<file path="config.mk">
export PLATFORM = sky130hd
export DESIGN_NAME = regfile_mp
export DESIGN_NICKNAME = d
export VERILOG_FILES = /design/src/rtl/regfile_pkg.sv /design/src/rtl/regfile_wr_merge.sv /design/src/rtl/regfile_mp.sv
export SDC_FILE = /design/constraint.sdc
export NUM_CORES = 2
export LEC_CHECK = 0
export CAP_MARGIN = 5
export CORE_MARGIN = 2
export CORE_UTILIZATION = 35
export CTS_CLUSTER_DIAMETER = 40
export CTS_CLUSTER_SIZE = 20
export DETAILED_ROUTE_END_ITERATION = 8
export SETUP_SLACK_MARGIN = 0.4
export SKIP_CTS_REPAIR_TIMING = 1
export SYNTH_ARGS = -nofsm -noshare
export SYNTH_HDL_FRONTEND = slang
export SYNTH_SLANG_ARGS = --single-unit
</file>
<file path="constraint.sdc">
create_clock -name clk -period 2.2 [get_ports clk]
set_input_delay 0.22 -clock clk [delete_from_list [all_inputs] [get_ports clk]]
set_output_delay 0.22 -clock clk [all_outputs]
set_load 0.01 [all_outputs]
</file>
<file path="src/rtl/regfile_pkg.sv">
// regfile_pkg: default configuration constants and word/address typedefs for the register file.
package regfile_pkg;
    localparam int XLEN_DEF  = 32;
    localparam int NREGS_DEF = 32;
    localparam int NRD_DEF   = 2;
    localparam int NWR_DEF   = 1;
    localparam int AW_DEF    = $clog2(NREGS_DEF);
    typedef logic [XLEN_DEF-1:0] word_t;
    typedef logic [AW_DEF-1:0]   addr_t;
endpackage

</file>
<file path="src/rtl/regfile_wr_merge.sv">
// regfile_wr_merge: per-register next data, write hit and next busy from all write ports and alloc.
// Ports: wr_en/wr_addr/wr_data (NWR write ports), alloc_en/alloc_addr, busy (current busy bits);
//        wdata/hit (winning write data and write strobe per register), busy_nxt (post-update busy).
module regfile_wr_merge #(
    parameter int XLEN     = 32,
    parameter int NREGS    = 32,
    parameter int NWR      = 1,
    parameter int ZERO_REG = 1,
    parameter int AW       = 5
) (
    input  logic [NWR-1:0]              wr_en,
    input  logic [NWR-1:0][AW-1:0]      wr_addr,
    input  logic [NWR-1:0][XLEN-1:0]    wr_data,
    input  logic                        alloc_en,
    input  logic [AW-1:0]               alloc_addr,
    input  logic [NREGS-1:0]            busy,
    output logic [NREGS-1:0][XLEN-1:0]  wdata,
    output logic [NREGS-1:0]            hit,
    output logic [NREGS-1:0]            busy_nxt
);
    // Matching against each register index means addresses >= NREGS never hit anything.
    // Later ports overwrite earlier ones, so the highest-indexed port wins; alloc is applied last.
    always_comb begin
        wdata    = '0;
        hit      = '0;
        busy_nxt = busy;
        for (int r = 0; r < NREGS; r++) begin
            if (!(ZERO_REG != 0 && r == 0)) begin
                for (int w = 0; w < NWR; w++) begin
                    if (wr_en[w] && wr_addr[w] == AW'(r)) begin
                        wdata[r]    = wr_data[w];
                        hit[r]      = 1'b1;
                        busy_nxt[r] = 1'b0;
                    end
                end
                if (alloc_en && alloc_addr == AW'(r)) busy_nxt[r] = 1'b1;
            end
        end
    end
endmodule

</file>
<file path="src/rtl/regfile_mp.sv">
// regfile_mp: multi-port register file with registered reads, optional bypass/zero register and busy scoreboard.
// Ports: clk, rst_n (async active-low); rd_en/rd_addr -> rd_data/rd_busy (NRD registered read ports);
//        wr_en/wr_addr/wr_data (NWR write ports); alloc_en/alloc_addr (mark register busy).
module regfile_mp
    import regfile_pkg::*;
#(
    parameter int XLEN     = XLEN_DEF,
    parameter int NREGS    = NREGS_DEF,
    parameter int NRD      = NRD_DEF,
    parameter int NWR      = NWR_DEF,
    parameter int ZERO_REG = 1,
    parameter int BYPASS   = 1,
    localparam int AW      = $clog2(NREGS)
) (
    input  logic                      clk,
    input  logic                      rst_n,
    input  logic [NRD-1:0]            rd_en,
    input  logic [NRD-1:0][AW-1:0]    rd_addr,
    output logic [NRD-1:0][XLEN-1:0]  rd_data,
    output logic [NRD-1:0]            rd_busy,
    input  logic [NWR-1:0]            wr_en,
    input  logic [NWR-1:0][AW-1:0]    wr_addr,
    input  logic [NWR-1:0][XLEN-1:0]  wr_data,
    input  logic                      alloc_en,
    input  logic [AW-1:0]             alloc_addr
);
    logic [NREGS-1:0][XLEN-1:0] regs;
    logic [NREGS-1:0]           busy;
    logic [NREGS-1:0][XLEN-1:0] wdata;
    logic [NREGS-1:0]           hit;
    logic [NREGS-1:0]           busy_nxt;
    logic [NRD-1:0][XLEN-1:0]   rd_d;
    logic [NRD-1:0]             rd_b;

    regfile_wr_merge #(
        .XLEN(XLEN), .NREGS(NREGS), .NWR(NWR), .ZERO_REG(ZERO_REG), .AW(AW)
    ) u_merge (
        .wr_en(wr_en), .wr_addr(wr_addr), .wr_data(wr_data),
        .alloc_en(alloc_en), .alloc_addr(alloc_addr), .busy(busy),
        .wdata(wdata), .hit(hit), .busy_nxt(busy_nxt)
    );

    // Out-of-range addresses and a hardwired register 0 match nothing and read as 0/0.
    always_comb begin
        rd_d = '0;
        rd_b = '0;
        for (int p = 0; p < NRD; p++) begin
            for (int r = 0; r < NREGS; r++) begin
                if (rd_addr[p] == AW'(r) && !(ZERO_REG != 0 && r == 0)) begin
                    rd_d[p] = (BYPASS != 0 && hit[r]) ? wdata[r] : regs[r];
                    rd_b[p] = (BYPASS != 0) ? busy_nxt[r] : busy[r];
                end
            end
        end
    end

    always_ff @(posedge clk or negedge rst_n) begin
        if (!rst_n) begin
            regs    <= '0;
            busy    <= '0;
            rd_data <= '0;
            rd_busy <= '0;
        end else begin
            for (int r = 0; r < NREGS; r++) begin
                if (hit[r]) regs[r] <= wdata[r];
            end
            busy <= busy_nxt;
            for (int p = 0; p < NRD; p++) begin
                if (rd_en[p]) begin
                    rd_data[p] <= rd_d[p];
                    rd_busy[p] <= rd_b[p];
                end
            end
        end
    end
endmodule

</file>
==> flow_summary.yaml <==
run_status:
  status: "complete, but fails checks"
  violations: "negative hold slack, negative setup slack"
logic_synthesis:
  syn_inst: 6367
  synth_enable_flop_cells: 0
  postSynthRegisterBits: 1089
  synthesis.nets: 6425
  netlist.area_leader.share: 0.462
  syn-mean-instance-area_um2: 9.26
  yosysSeqAreaShare: 0.462
  library_cell_occupying_the_most_area_in_the_post_synthesis_netlist: "dfrtp_1"
  synth.top_cells.by_area: "dfrtp_1 (46%), mux2i_1 (9.0%), mux2_2 (4.7%)"
  ys.warnings.count: 0
  asyncSetResetFlopFracSynth: 1.00
  ys_types: 92
  syn-cell-area_um2: 59000
  synth-main-ff-cell: "dfrtp_1"
die:
  floorplan.die_area_um2: 172000
  std_cell_rows: 150
  ios: 124
  dieWidth_um: 415
  die_y_um: 415
  initial_core_utilization: 0.353
  core_region_area_um2: 167000
placement:
  gp_congestion: 1.05
  dp_hpwl_mm: 311
  port_buffers: 123
detailed_routing:
  dr.pass1.iters: 7
  routed-via-count: 70700
  route.detailed.drc: 0
  met2RoutedLength_mm: 171
  drt_iter0_drc: 9808
  finalWirelength_mm: 411
  highest_layer: "met5"
  drt-wirelength-per-cell_um: 35.9
  routedLengthMet1_mm: 163
  via_per_inst: 6.18
  routed_length_on_met3_mm: 49.7
  antenna_violating_nets_post_route: 0
final_layout:
  multiInputGateArea_um2: 32600
  layout_commonest_cell: "buf_4"
  layout.nets: 9082
  final_layout_size_suffix_gt1_frac: 0.460
  area.sequential_um2: 27300
  finish.utilization: 0.592
  mostFrequentLayoutCells: "buf_4 (2418), dfrtp_1 (1087), nand2_1 (659)"
  nFillCells: 14700
  area_delta_synth_final_pct: 67.8
timing:
  period_minus_slack_ps: 2620
  worstMarginPinSlew_ps: 1040
  setup_viol: 61
  maxClockFrequency_mhz: 381
  final.hold.worst_slack_ps: -22.5
  setup_ws_ps: -421
  setup_total_negative_slack_ps: -9150
  final-hold-violation-count: 2
  fin_skew_ps: 30.1
  relSlewSlack: 0.308
  slew_viol_final: 0
  post-route-period-util: 1.19
  unrepaired_setup_endpoints_after_global_routing: "true"
global_routing:
  grt_pass1_wl_mm: 542
  antenna_found_initial: 19
  grt_remaining_overflow: 0
  grt_max_degree: 73
  first_global_vias: 67600
  grt_use_total: 0.451
setup_path:
  end_kind: "flip-flop"
  cp_cell_sequence: "buf_6 > buf_8 > or4b_4 > buf_6 > buf_8 > o21ai_4 > a21oi_2 > o221ai_4 > nand4_1 > a211oi_2 > buf_4 > o21ai_2 > a221o_1 > a221o_1"
  critical_path.reg2reg.startpoint: "regs[57]$_DFF_PN0_"
  worst_ep_arrival_time_ps: 3380
  critical_setup_path_kind: "in2reg"
  buf_inv_on_cp: 5
  slowest_delay_ps: 560
  startpoint_type: "input port"
  crit_fanout: 8
  path_delay_family: "compound AO/OA/AOI/OAI gates"
  ff2ff_setup_slack_ps: -390
  crit-reg2reg-capture: "rd_data[25]$_DFFE_PN0P_"
  critPathRequiredTime_ps: 2950
  cp_slowest_cell: "or4b_4"
  timing.reg2reg.worst_path_depth: 10
min_path:
  holdCritPathClass: "in2reg"
  timing.hold.worst_endpoint: "regs[506]$_DFF_PN0_"
  worstHoldPathCells: 4
  timing.hold.worst.start: "wr_data[26]"
power_and_ir_drop:
  leakage_nw: 49.6
  peakVddDrop_v: 0.000864
  finalPower_mw: 82.9
  power-per-cell-area_nw_per_um2: 838
clocking:
  numCtsBuffers: 226
  ctsLongestPathBuffers: 3
  insertion_delay_ps: 890
  cts.reportedPaths.clkPinSlew_ps: 60
  clock_tree_from_tritoncts: "done"
  cts.htree.levels: 4
  cts_root_buf: "clkbuf_16"
  clock_sink_count: 1089
run:
  drv.max_cap_violation_count: 0
## kinds of logic (layout without fill, tap and decap cells)
kind of cell,after synthesis,after routing,share of synthesized area
AOI/OAI and AO/OA,1983,1983,0.222
and+or+nand+nor,1412,1413,0.104
buffers and inverters,1095,3948,0.0723
DFF,1089,1089,0.462
muxes,785,785,0.139
xor gates and xnor gates,3,3,0.000446
other,0,13,0
## worst register-to-register path, stage by stage (launching register included)
cell	delay, ps
dfrtp_1	410
o21ai_2	130
nor2_1	110
a211oi_2	160
buf_4	130
nand4_1	310
a211oi_2	280
buf_4	170
o21ai_2	80
a221o_1	380
a221o_1	320
## how the worst max path moves through the flow
stage	startpoint	endpoint	cells after the start
after floorplan	wr_addr[1]	rd_data[27]$_DFFE_PN0P_	11
after global placement	wr_addr[4]	rd_data[28]$_DFFE_PN0P_	14
after detailed placement	wr_addr[2]	rd_data[60]$_DFFE_PN0P_	11
after CTS	wr_addr[2]	rd_data[60]$_DFFE_PN0P_	11
after global routing	regs[115]$_DFF_PN0_	rd_data[51]$_DFFE_PN0P_	10
final	wr_addr[1]	rd_data[25]$_DFFE_PN0P_	14
## final cells by class
cell class | instances | area share
antenna | 13 | 0.000329
clock buffer | 267 | 0.0613
clock inverter | 158 | 0.0186
inverter | 558 | 0.0212
multi-input combinational | 4184 | 0.330
sequential | 1089 | 0.275
tap | 2204 | 0.0279
timing repair buffer | 2965 | 0.266
## Yosys cell counts, types with 95 or more instances
| library cell | n |
|---|---|
| inv_1 | 550 |
| mux2_2 | 247 |
| a21oi_1 | 415 |
| nor2_1 | 355 |
| a221oi_1 | 95 |
| o21ai_0 | 350 |
| nand3_1 | 97 |
| mux2i_1 | 533 |
| a22oi_1 | 125 |
| o22ai_1 | 258 |
| dfrtp_1 | 1089 |
| nand2_1 | 698 |
| clkbuf_1 | 392 |
## where the power goes
part	total, mW	switching, mW	leakage, nW	internal (mW)
combinational	21.6	11.4	31.9	10.2
clock	35.9	13.1	3.78	22.8
sequential	25.4	1.55	13.9	23.9
## through the flow
| step | std cells | setup WS, ps | instance area (µm²) |
|---|---|---|---|
| after floorplan | 6367 | -351 | 60400 |
| after global placement | 10700 | -2090 | 83200 |
| after detailed placement | 10700 | -2120 | 83200 |
| after CTS | 11100 | -1180 | 91100 |
| after global routing | 11400 | -486 | 98900 |
| final | 11400 | -421 | 99000 |
## metal layers
| metal | GRT usage | vias up |
|---|---|---|
| li1 | - | 28600 |
| met1 | 0.610 | 35700 |
| met2 | 0.661 | 5121 |
| met3 | 0.114 | 1273 |
| met4 | 0.241 | 8 |
| met5 | 0 | - |
## registers in the layout (all words and copies together) (netlist names)
| name | count |
|---|---|
| regs | 992 |
| rd_data | 64 |
| busy | 31 |
| rd_busy | 2 |
No activity file was read; power rests on OpenSTA's default activity.
